File: src/rtl/robot_motion_seq_if.sv
// Motion command stream: valid/ready handshake carrying an opcode and a target speed.
interface robot_motion_seq_if #(
    parameter int unsigned DUTY_W = 8
) ();
    logic              cmd_valid;
    logic              cmd_ready;
    logic [2:0]        cmd_op;
    logic [DUTY_W-1:0] cmd_speed;

    modport master (output cmd_valid, output cmd_op, output cmd_speed, input cmd_ready);
    modport slave  (input cmd_valid, input cmd_op, input cmd_speed, output cmd_ready);
endinterface

File: src/rtl/robot_motion_seq.sv
// Robot motion sequencer: ramped FWD/BWD with reverse-through-zero drain, timed turns,
// obstacle back-off and sticky error, driving one-hot motor lines and a PWM pulse.
module robot_motion_seq #(
    parameter int unsigned DUTY_W       = 8,
    parameter int unsigned RAMP_STEP    = 16,
    parameter int unsigned RAMP_DIV     = 4,
    parameter int unsigned TURN_CYC     = 64,
    parameter int unsigned BACKOFF_CYC  = 32,
    parameter int unsigned BACKOFF_DUTY = 64,
    parameter int unsigned CNT_W        = 16
) (
    input  logic              clk_i,
    input  logic              rst_i,
    robot_motion_seq_if.slave cmd_io,
    input  logic              obstacle_i,
    input  logic              error_i,
    input  logic              recover_i,
    output logic [2:0]        state_o,
    output logic              motor_fwd_o,
    output logic              motor_bwd_o,
    output logic              motor_left_o,
    output logic              motor_right_o,
    output logic              motor_stop_o,
    output logic [DUTY_W-1:0] duty_o,
    output logic              pwm_o,
    output logic              busy_o
);

    localparam int unsigned PW = (RAMP_DIV > 1) ? $clog2(RAMP_DIV) : 1;
    localparam logic [DUTY_W:0]   StepW    = (DUTY_W + 1)'(RAMP_STEP);
    localparam logic [DUTY_W-1:0] BoDuty   = DUTY_W'(BACKOFF_DUTY);
    localparam logic [CNT_W-1:0]  TurnCnt  = CNT_W'(TURN_CYC);
    localparam logic [CNT_W-1:0]  BoCnt    = CNT_W'(BACKOFF_CYC);
    localparam logic [PW-1:0]     PrescTop = PW'(RAMP_DIV - 1);

    localparam logic [2:0] OpFwd   = 3'd1;
    localparam logic [2:0] OpBwd   = 3'd2;
    localparam logic [2:0] OpLeft  = 3'd3;
    localparam logic [2:0] OpRight = 3'd4;

    typedef enum logic [2:0] {
        StIdle    = 3'd0,
        StFwd     = 3'd1,
        StBwd     = 3'd2,
        StLeft    = 3'd3,
        StRight   = 3'd4,
        StBackoff = 3'd5,
        StError   = 3'd6
    } state_e;

    state_e            state_q, state_d;
    logic [DUTY_W-1:0] duty_q, duty_d;
    logic [DUTY_W-1:0] target_q, target_d;
    logic              pend_q, pend_d;
    logic [2:0]        pend_op_q, pend_op_d;
    logic [DUTY_W-1:0] pend_speed_q, pend_speed_d;
    logic [CNT_W-1:0]  timer_q, timer_d;
    logic [PW-1:0]     presc_q, presc_d;
    logic [DUTY_W-1:0] pwm_cnt_q;
    logic              pwm_q, pwm_d;
    logic              ready_q, ready_d;
    logic              busy_q, busy_d;
    logic [4:0]        motor_q, motor_d;  // {fwd, bwd, left, right, stop}

    logic              tick;
    logic              accept;
    logic              do_exec;
    logic [2:0]        exec_op;
    logic [DUTY_W-1:0] exec_speed;
    logic [DUTY_W:0]   up_sum;
    logic [DUTY_W:0]   dn_lim;
    logic [DUTY_W-1:0] ramp_val;

    assign tick    = (presc_q == PrescTop);
    assign presc_d = tick ? '0 : presc_q + PW'(1);
    assign accept  = cmd_io.cmd_valid & ready_q;

    // Ramp arithmetic carries one extra bit so a large step cannot wrap past the target.
    always_comb begin
        up_sum = {1'b0, duty_q} + StepW;
        dn_lim = {1'b0, target_q} + StepW;
        if (duty_q < target_q) begin
            ramp_val = (up_sum > {1'b0, target_q}) ? target_q : up_sum[DUTY_W-1:0];
        end else if ({1'b0, duty_q} >= dn_lim) begin
            ramp_val = duty_q - StepW[DUTY_W-1:0];
        end else begin
            ramp_val = target_q;
        end
    end

    always_comb begin
        state_d      = state_q;
        duty_d       = duty_q;
        target_d     = target_q;
        pend_d       = pend_q;
        pend_op_d    = pend_op_q;
        pend_speed_d = pend_speed_q;
        timer_d      = timer_q;
        do_exec      = 1'b0;
        exec_op      = cmd_io.cmd_op;
        exec_speed   = cmd_io.cmd_speed;

        if (error_i) begin
            state_d  = StError;
            duty_d   = '0;
            target_d = '0;
            pend_d   = 1'b0;
            timer_d  = '0;
        end else begin
            unique case (state_q)
                StIdle: begin
                    if (accept) do_exec = 1'b1;
                end
                StFwd, StBwd: begin
                    if (tick) duty_d = ramp_val;
                    if (state_q == StFwd && obstacle_i) begin
                        state_d  = StBackoff;
                        duty_d   = BoDuty;
                        target_d = '0;
                        timer_d  = BoCnt;
                        pend_d   = 1'b0;
                    end else if (accept) begin
                        if ((state_q == StFwd && cmd_io.cmd_op == OpFwd) ||
                            (state_q == StBwd && cmd_io.cmd_op == OpBwd)) begin
                            target_d = cmd_io.cmd_speed;
                        end else begin
                            target_d     = '0;
                            pend_d       = 1'b1;
                            pend_op_d    = cmd_io.cmd_op;
                            pend_speed_d = cmd_io.cmd_speed;
                        end
                    end else if (pend_q && duty_q == '0) begin
                        do_exec    = 1'b1;
                        exec_op    = pend_op_q;
                        exec_speed = pend_speed_q;
                    end
                end
                StLeft, StRight, StBackoff: begin
                    timer_d = timer_q - CNT_W'(1);
                    if (timer_q == CNT_W'(1)) begin
                        state_d = StIdle;
                        duty_d  = '0;
                        timer_d = '0;
                    end
                end
                StError: begin
                    if (recover_i) state_d = StIdle;
                end
                default: state_d = StIdle;
            endcase
        end

        // Dispatch a command as seen from IDLE, whether fresh or released by a drain.
        if (do_exec) begin
            state_d  = StIdle;
            duty_d   = '0;
            target_d = '0;
            timer_d  = '0;
            pend_d   = 1'b0;
            case (exec_op)
                OpFwd: begin
                    if (!obstacle_i) begin
                        state_d  = StFwd;
                        target_d = exec_speed;
                    end
                end
                OpBwd: begin
                    state_d  = StBwd;
                    target_d = exec_speed;
                end
                OpLeft, OpRight: begin
                    state_d = (exec_op == OpLeft) ? StLeft : StRight;
                    duty_d  = exec_speed;
                    timer_d = TurnCnt;
                end
                default: ;
            endcase
        end
    end

    always_comb begin
        motor_d = 5'b00001;
        unique case (state_d)
            StFwd:              motor_d = 5'b10000;
            StBwd, StBackoff:   motor_d = 5'b01000;
            StLeft:             motor_d = 5'b00100;
            StRight:            motor_d = 5'b00010;
            StIdle, StError:    motor_d = 5'b00001;
            default:            motor_d = 5'b00001;
        endcase
        ready_d = (state_d == StIdle) || ((state_d == StFwd || state_d == StBwd) && !pend_d);
        busy_d  = (state_d != StIdle) || pend_d;
        pwm_d   = (pwm_cnt_q < duty_q) && !motor_q[0];
    end

    always_ff @(posedge clk_i) begin
        if (rst_i) begin
            state_q      <= StIdle;
            duty_q       <= '0;
            target_q     <= '0;
            pend_q       <= 1'b0;
            pend_op_q    <= '0;
            pend_speed_q <= '0;
            timer_q      <= '0;
            presc_q      <= '0;
            pwm_cnt_q    <= '0;
            pwm_q        <= 1'b0;
            ready_q      <= 1'b0;
            busy_q       <= 1'b0;
            motor_q      <= 5'b00001;
        end else begin
            state_q      <= state_d;
            duty_q       <= duty_d;
            target_q     <= target_d;
            pend_q       <= pend_d;
            pend_op_q    <= pend_op_d;
            pend_speed_q <= pend_speed_d;
            timer_q      <= timer_d;
            presc_q      <= presc_d;
            pwm_cnt_q    <= pwm_cnt_q + DUTY_W'(1);
            pwm_q        <= pwm_d;
            ready_q      <= ready_d;
            busy_q       <= busy_d;
            motor_q      <= motor_d;
        end
    end

    assign cmd_io.cmd_ready = ready_q;
    assign state_o          = state_q;
    assign duty_o           = duty_q;
    assign pwm_o            = pwm_q;
    assign busy_o           = busy_q;
    assign motor_fwd_o      = motor_q[4];
    assign motor_bwd_o      = motor_q[3];
    assign motor_left_o     = motor_q[2];
    assign motor_right_o    = motor_q[1];
    assign motor_stop_o     = motor_q[0];

endmodule

File: src/flat_wrapper.sv
// flat-port wrapper written by rule: the top's interface ports become plain ports
module robot_motion_seq_flat 
#(
    parameter int unsigned DUTY_W       = 8,
    parameter int unsigned RAMP_STEP    = 16,
    parameter int unsigned RAMP_DIV     = 4,
    parameter int unsigned TURN_CYC     = 64,
    parameter int unsigned BACKOFF_CYC  = 32,
    parameter int unsigned BACKOFF_DUTY = 64,
    parameter int unsigned CNT_W        = 16
)
  (clk_i, rst_i, obstacle_i, error_i, recover_i, state_o, motor_fwd_o, motor_bwd_o, motor_left_o, motor_right_o, motor_stop_o, duty_o, pwm_o, busy_o, cmd_io_cmd_valid, cmd_io_cmd_op, cmd_io_cmd_speed, cmd_io_cmd_ready);
  robot_motion_seq_if #(.DUTY_W(DUTY_W)) cmd_io_i ();
  input  logic clk_i;
  input  logic rst_i;
  input  logic obstacle_i;
  input  logic error_i;
  input  logic recover_i;
  output logic [2:0] state_o;
  output logic motor_fwd_o;
  output logic motor_bwd_o;
  output logic motor_left_o;
  output logic motor_right_o;
  output logic motor_stop_o;
  output logic [DUTY_W-1:0] duty_o;
  output logic pwm_o;
  output logic busy_o;
  input wire logic [$bits(cmd_io_i.cmd_valid)-1:0] cmd_io_cmd_valid;
  input wire logic [$bits(cmd_io_i.cmd_op)-1:0] cmd_io_cmd_op;
  input wire logic [$bits(cmd_io_i.cmd_speed)-1:0] cmd_io_cmd_speed;
  output wire logic [$bits(cmd_io_i.cmd_ready)-1:0] cmd_io_cmd_ready;
  assign cmd_io_i.cmd_valid = cmd_io_cmd_valid;
  assign cmd_io_i.cmd_op = cmd_io_cmd_op;
  assign cmd_io_i.cmd_speed = cmd_io_cmd_speed;
  assign cmd_io_cmd_ready = cmd_io_i.cmd_ready;
  robot_motion_seq #(.DUTY_W(DUTY_W), .RAMP_STEP(RAMP_STEP), .RAMP_DIV(RAMP_DIV), .TURN_CYC(TURN_CYC), .BACKOFF_CYC(BACKOFF_CYC), .BACKOFF_DUTY(BACKOFF_DUTY), .CNT_W(CNT_W)) u_core (.clk_i(clk_i), .rst_i(rst_i), .cmd_io(cmd_io_i), .obstacle_i(obstacle_i), .error_i(error_i), .recover_i(recover_i), .state_o(state_o), .motor_fwd_o(motor_fwd_o), .motor_bwd_o(motor_bwd_o), .motor_left_o(motor_left_o), .motor_right_o(motor_right_o), .motor_stop_o(motor_stop_o), .duty_o(duty_o), .pwm_o(pwm_o), .busy_o(busy_o));
endmodule
File: config.mk
export PLATFORM = sky130hd
export DESIGN_NAME = robot_motion_seq_flat
export DESIGN_NICKNAME = d
export VERILOG_FILES = /design/src/rtl/robot_motion_seq_if.sv /design/src/rtl/robot_motion_seq.sv /design/src/flat_wrapper.sv
export SDC_FILE = /design/constraint.sdc
export NUM_CORES = 1
export LEC_CHECK = 0
export BUFFER_PORTS_ARGS = -buffer_cell sky130_fd_sc_hd__buf_2
export CAP_MARGIN = 10
export CELL_PAD_IN_SITES_DETAIL_PLACEMENT = 1
export CELL_PAD_IN_SITES_GLOBAL_PLACEMENT = 2
export CORE_UTILIZATION = 40
export CTS_CLUSTER_SIZE = 30
export DETAILED_ROUTE_END_ITERATION = 8
export PLACE_DENSITY = 0.83
export REMOVE_ABC_BUFFERS = 1
export SKIP_CTS_REPAIR_TIMING = 1
export SLEW_MARGIN = 25
export SYNTH_ARGS = -nofsm -noshare
export SYNTH_HDL_FRONTEND = slang
export SYNTH_SLANG_ARGS = --single-unit
export TNS_END_PERCENT = 100
File: constraint.sdc
create_clock -name clk_i -period 4.5 [get_ports clk_i]
set_input_delay 0.225 -clock clk_i [delete_from_list [all_inputs] [get_ports clk_i]]
set_output_delay 0.225 -clock clk_i [all_outputs]
set_load 0.01 [all_outputs]
-- Yosys cells after proc, flatten, opt, wreduce, memory -nomap -nowiden
Index checks and enable logic that the tools add are counted.
- add/sub/neg operators: 6
- multipliers: 0
- div/mod/pow operators: 0
- $lt $le $gt $ge: 4
- eq/ne operators: 22
- shifts and indexed selects: 0
- mux-type cells: 56
- bitwise logic cells: 4
- reduce and logical (&&, ||, !) cells: 28
- operators with widths (kind ; count):
    2-to-1 mux 8 bit ; 21
    2-to-1 mux 16 bit ; 4
    2-to-1 mux 3 bit ; 11
    case mux 16 bit (2 select lines) ; 1
    case mux 8 bit (2 select lines) ; 2
    == test 3 x 2 -> 1 bit (second input constant) ; 7
    case mux 5 bit (4 select lines) ; 1
    adder 8 x 5 -> 9 bit (second input constant) ; 2
    == test 3 bit (second input constant) ; 6
    == test 16 x 1 -> 1 bit (second input constant) ; 1
    < comparator 8 bit ; 2
    subtractor 16 x 1 -> 16 bit (second input constant) ; 1
    == test 3 x 1 -> 1 bit (second input constant) ; 4
    2-to-1 mux 1 bit ; 12
    case mux 3 bit (4 select lines) ; 1
    >= comparator 8 x 9 -> 1 bit ; 1
    greater-than comparator 9 x 8 -> 1 bit ; 1
    case mux 3 bit (3 select lines) ; 1
    adder 8 x 1 -> 8 bit (second input constant) ; 1
    zero test 8 bit ; 1
    inequality test 4 x 2 -> 1 bit (second input constant) ; 2
    nonzero test 4 bit ; 2
    OR reduction 2 bit ; 4
    subtractor 8 x 5 -> 8 bit (second input constant) ; 1
    16 further kinds ; 30
- register bits after elaboration: 65
- latch bits: 0
- memory bits (writable): 0
- bits in read-only memories: 0
- word-level logic and storage cells: 133
- memories kept: 0

-- Logic depth before layout (Yosys ltp)
- depth after elaboration: 15
- mapped depth: 11
- mapped depth without buffers: 10

-- Least setup slack after synthesis
Ideal clock, no wire load.
- kind: register -> register
- start: register u_core.duty_q[4], in the netlist u_core.duty_o[4]
- end: register u_core.duty_q[4], in the netlist u_core.duty_o[4]
- data arrival time: 2417 ps
- required time: 4412 ps
- setup slack: 1995 ps
- cell stages (with the launch flop): 9
- buffers on the path: 0
- clock period less this slack: 2505 ps
- cells stage by stage: dfxtp_1 > inv_1 > ha_1 > a21o_1 > a31o_2 > and2_2 > nor3_1 > o311ai_1 > a311oi_2
- cells in the longest elaborated chain, start to end: 11
- RTL lines (item ; line ; RTL):
    start, declared ; robot_motion_seq.sv:52 ; logic [DUTY_W-1:0] duty_q, duty_d;
    start signal, assigned ; robot_motion_seq.sv:213 ; duty_q <= duty_d;
    parallel branches: the longest is 11 deep, another holds adder 8 x 5 -> 9 bit ; n/a ;
Several ways; the timed one is not identified. The select of a mux whose other input is x is not followed.
A chain may end at the register's enable or synchronous reset.

-- Worst setup path in the final report
- start: register u_core.duty_q[4], in the netlist u_core.duty_o[4]
- end: register u_core.duty_q[5], in the netlist u_core.duty_o[5]
Same word-level chain as after synthesis.

==> results.yml <==
clock_network:
  path_clk_slew_ns: 0.07
  cts_sinks: 65
  clk_latency_ns: 0.36
  cts_buffers: 9
  h-tree-depth: 3
  clockRootBuffer: "clkbuf_8"
  cts_tree: "yes"
  cts_buffer_depth: 2
worst_setup_path:
  cp_num_cells: 9
  path_class: "reg -> reg"
  cpMaxStageDelayCell: "a21oi_2"
  path_buf_inv: 1
  critical-path-max-stage-delay_ns: 0.52
  cp_data_required_time_ns: 4.74
  crit_fanout: 13
  reg2regPathDepth: 9
  critPathArrivalTime_ns: 3.27
  endpoint_kind: "flop"
  path_delay_family: "compound AO/OA/AOI/OAI gates"
  start_kind: "flop"
  critical_path.cell_chain: "inv_1 > ha_1 > and4bb_2 > and3_1 > a21oi_1 > a21oi_2 > o21ai_1 > a2111oi_2 > nor2_1"
route:
  wirelength_um: 11900
  via_per_inst: 5.64
  wl_per_cell_um: 17.9
  firstDrtPassIters: 4
  ant_nets: 0
  drtIter0Drc: 180
  vias: 3765
  drc: 0
floorplanning:
  dieWidth_um: 105
  coreArea_um2: 10300
  die_area_um2: 11100
  initial_utilization_pct: 41.2
  io_pins: 36
  fp-row-count: 37
  die_y_um: 105
pwr:
  p_total_mw: 1.84
  power_density_nw_per_um2: 391
  power_leakage_nw: 1.91
  vdd_drop_max_uv: 147
status:
  status: "finished clean"
logic_synthesis:
  synth_top_flop_cell: "dfxtp_1"
  synth-seq-cells: 65
  ys_seq_area_share_pct: 30.6
  syn_inst: 494
  syn_area_um2: 4260
  syn_avg_cell_area_um2: 8.61
  async_flop_share_pct: 0
  synth-edff-count: 0
  ys_types: 80
  ys_warn_count: 0
grt:
  antenna_found_initial: 0
  grt_max_degree: 47
  gr-total-overflow: 0
  grt_pass1_vias: 3941
  grt_pass1_wl_um: 20100
  grtUsageTotal_pct: 23.2
sta:
  hold_viol_final: 0
  worst_slew_pin_slew_ns: 0.729
  setup_viol: 0
  slew_headroom_pct: 51.0
  final-max-slew-violation-count: 0
  fmax_mhz: 330
  period_needed_ns: 3.03
  finalClockSkew_ns: 0.0115
  finalSetupTns_ns: 0
  rsz0062_at_grt: "no"
  finalCritPeriodShare_pct: 67.3
layout:
  antenna_cells: 0
  fin_area_um2: 4700
  finalNetCount: 574
  drive_above_1_share_pct: 16.4
  instances_no_fill: 667
  syn2layout_area_growth_pct: 10.4
worst_hold_path:
  worstHoldPathType: "in -> reg"
  whs_path_depth: 3
placement:
  portBuffers: 35
  dp_cells: 651
  post_dp_cell_area_um2: 4520
  place.gp.congestion: 0.927
  place_hpwl_um: 9320
flow_run:
  cap_viol_max_count: 0
==> through the flow <==
| stage | hold slack (ns) | setup WS, ns | utilization, % |
|---|---|---|---|
| after global placement | 0.418 | 1.64 | 43.8 |
| final | 0.143 | 1.47 | 45.5 |
| after global routing | 0.148 | 1.26 | 45.5 |
| after CTS | 0.122 | 1.51 | 45.5 |
| after floorplan | 0.291 | 1.76 | - |
| after detailed placement | 0.437 | 1.53 | 43.8 |
==> area by class of cell <==
type,instances,area [um2]
Inverter,25,93.8
Clock inverter,6,42.5
Fill cell,1248,5630
Sequential cell,65,1300
Multi-Input combinational cell,387,2750
Clock buffer,10,138
Timing Repair Buffer,38,198
Tap cell,136,170
==> worst min-delay path: stages <==
cell and delay (ns):
buf_2 0.10, mux2i_1 0.06, nor2_1 0.07
==> logic make-up after synthesis <==
kind of cell    Yosys count  share of synthesized area [%]
xor+xnor                 23                           4.73
compound gates          135                           25.3
fa+ha+maj                32                           9.35
flops                    65                           30.6
mux                      14                           3.29
buf+inv                  42                           4.70
simple gates            183                           22.1
==> synthesized netlist by cell type (4+ instances only) <==
| library cell | number | area (um2) |
|---|---|---|
| dfxtp_1 | 65 | 1300 |
| nor2_1 | 62 | 233 |
| ha_1 | 31 | 388 |
| nand2_1 | 31 | 116 |
| a21oi_1 | 26 | 130 |
| inv_1 | 25 | 93.8 |
| nand3_1 | 23 | 115 |
| nor3_1 | 16 | 80.1 |
| mux2i_1 | 14 | 140 |
| o21ai_0 | 13 | 65.1 |
| xor2_1 | 12 | 105 |
| xnor2_1 | 11 | 96.3 |
| a211oi_1 | 9 | 67.6 |
| o31ai_1 | 9 | 67.6 |
| a21o_1 | 8 | 60.1 |
| a31oi_1 | 7 | 43.8 |
| clkbuf_1 | 7 | 26.3 |
| o21a_1 | 7 | 52.6 |
| nand2b_1 | 6 | 37.5 |
| or3_1 | 6 | 37.5 |
| a22oi_1 | 5 | 37.5 |
| nor3b_1 | 5 | 37.5 |
| and3_1 | 4 | 25.0 |
| buf_2 | 4 | 20.0 |
| buf_6 | 4 | 45.0 |
| nor2b_1 | 4 | 25.0 |
==> cell usage in the layout, fill, tap and decap left out, types with 11 or more instances in the layout <==
cell type,n
a21oi_1,26
buf_2,35
dfxtp_1,65
ha_1,31
inv_1,25
mux2i_1,14
nand2_1,31
nand3_1,23
nor2_1,62
nor3_1,16
o21ai_0,13
xnor2_1,11
xor2_1,12
==> sequential cells by signal, indices dropped and copies added (netlist names) <==
register	flops
u_core.timer_q	16
u_core.duty_o	8
u_core.pend_speed_q	8
u_core.pwm_cnt_q	8
u_core.target_q	8
u_core.motor_q	5
u_core.pend_op_q	3
u_core.state_o	3
u_core.presc_q	2
u_core.busy_o	1
u_core.cmd_io.cmd_ready	1
u_core.pend_q	1
u_core.pwm_o	1
==> where the power goes <==
part	total [mW]	internal, mW	switching, mW
sequential	0.686	0.622	0.0639
clock	0.462	0.215	0.247
combinational	0.688	0.281	0.406
==> metal layers <==
layer	GRT usage (%)	vias to the layer above	routed length, um
met4	6.64	0	107
met1	30.5	1820	5760
met5	0	-	0
met3	4.68	9	435
li1	-	1868	-
met2	38.5	68	5640
==> worst paths after layout <==
check	start	end	slack, ns
worst max-delay path	u_core.duty_o[4]	u_core.duty_o[5]	1.47
worst min-delay path	cmd_io_cmd_speed[3]	u_core.pend_speed_q[3]	0.14
worst max register to register	u_core.duty_o[4]	u_core.duty_o[5]	1.47
worst min register to register	u_core.presc_q[0]	u_core.presc_q[0]	0.45
Power figures use the tool's default switching activity.
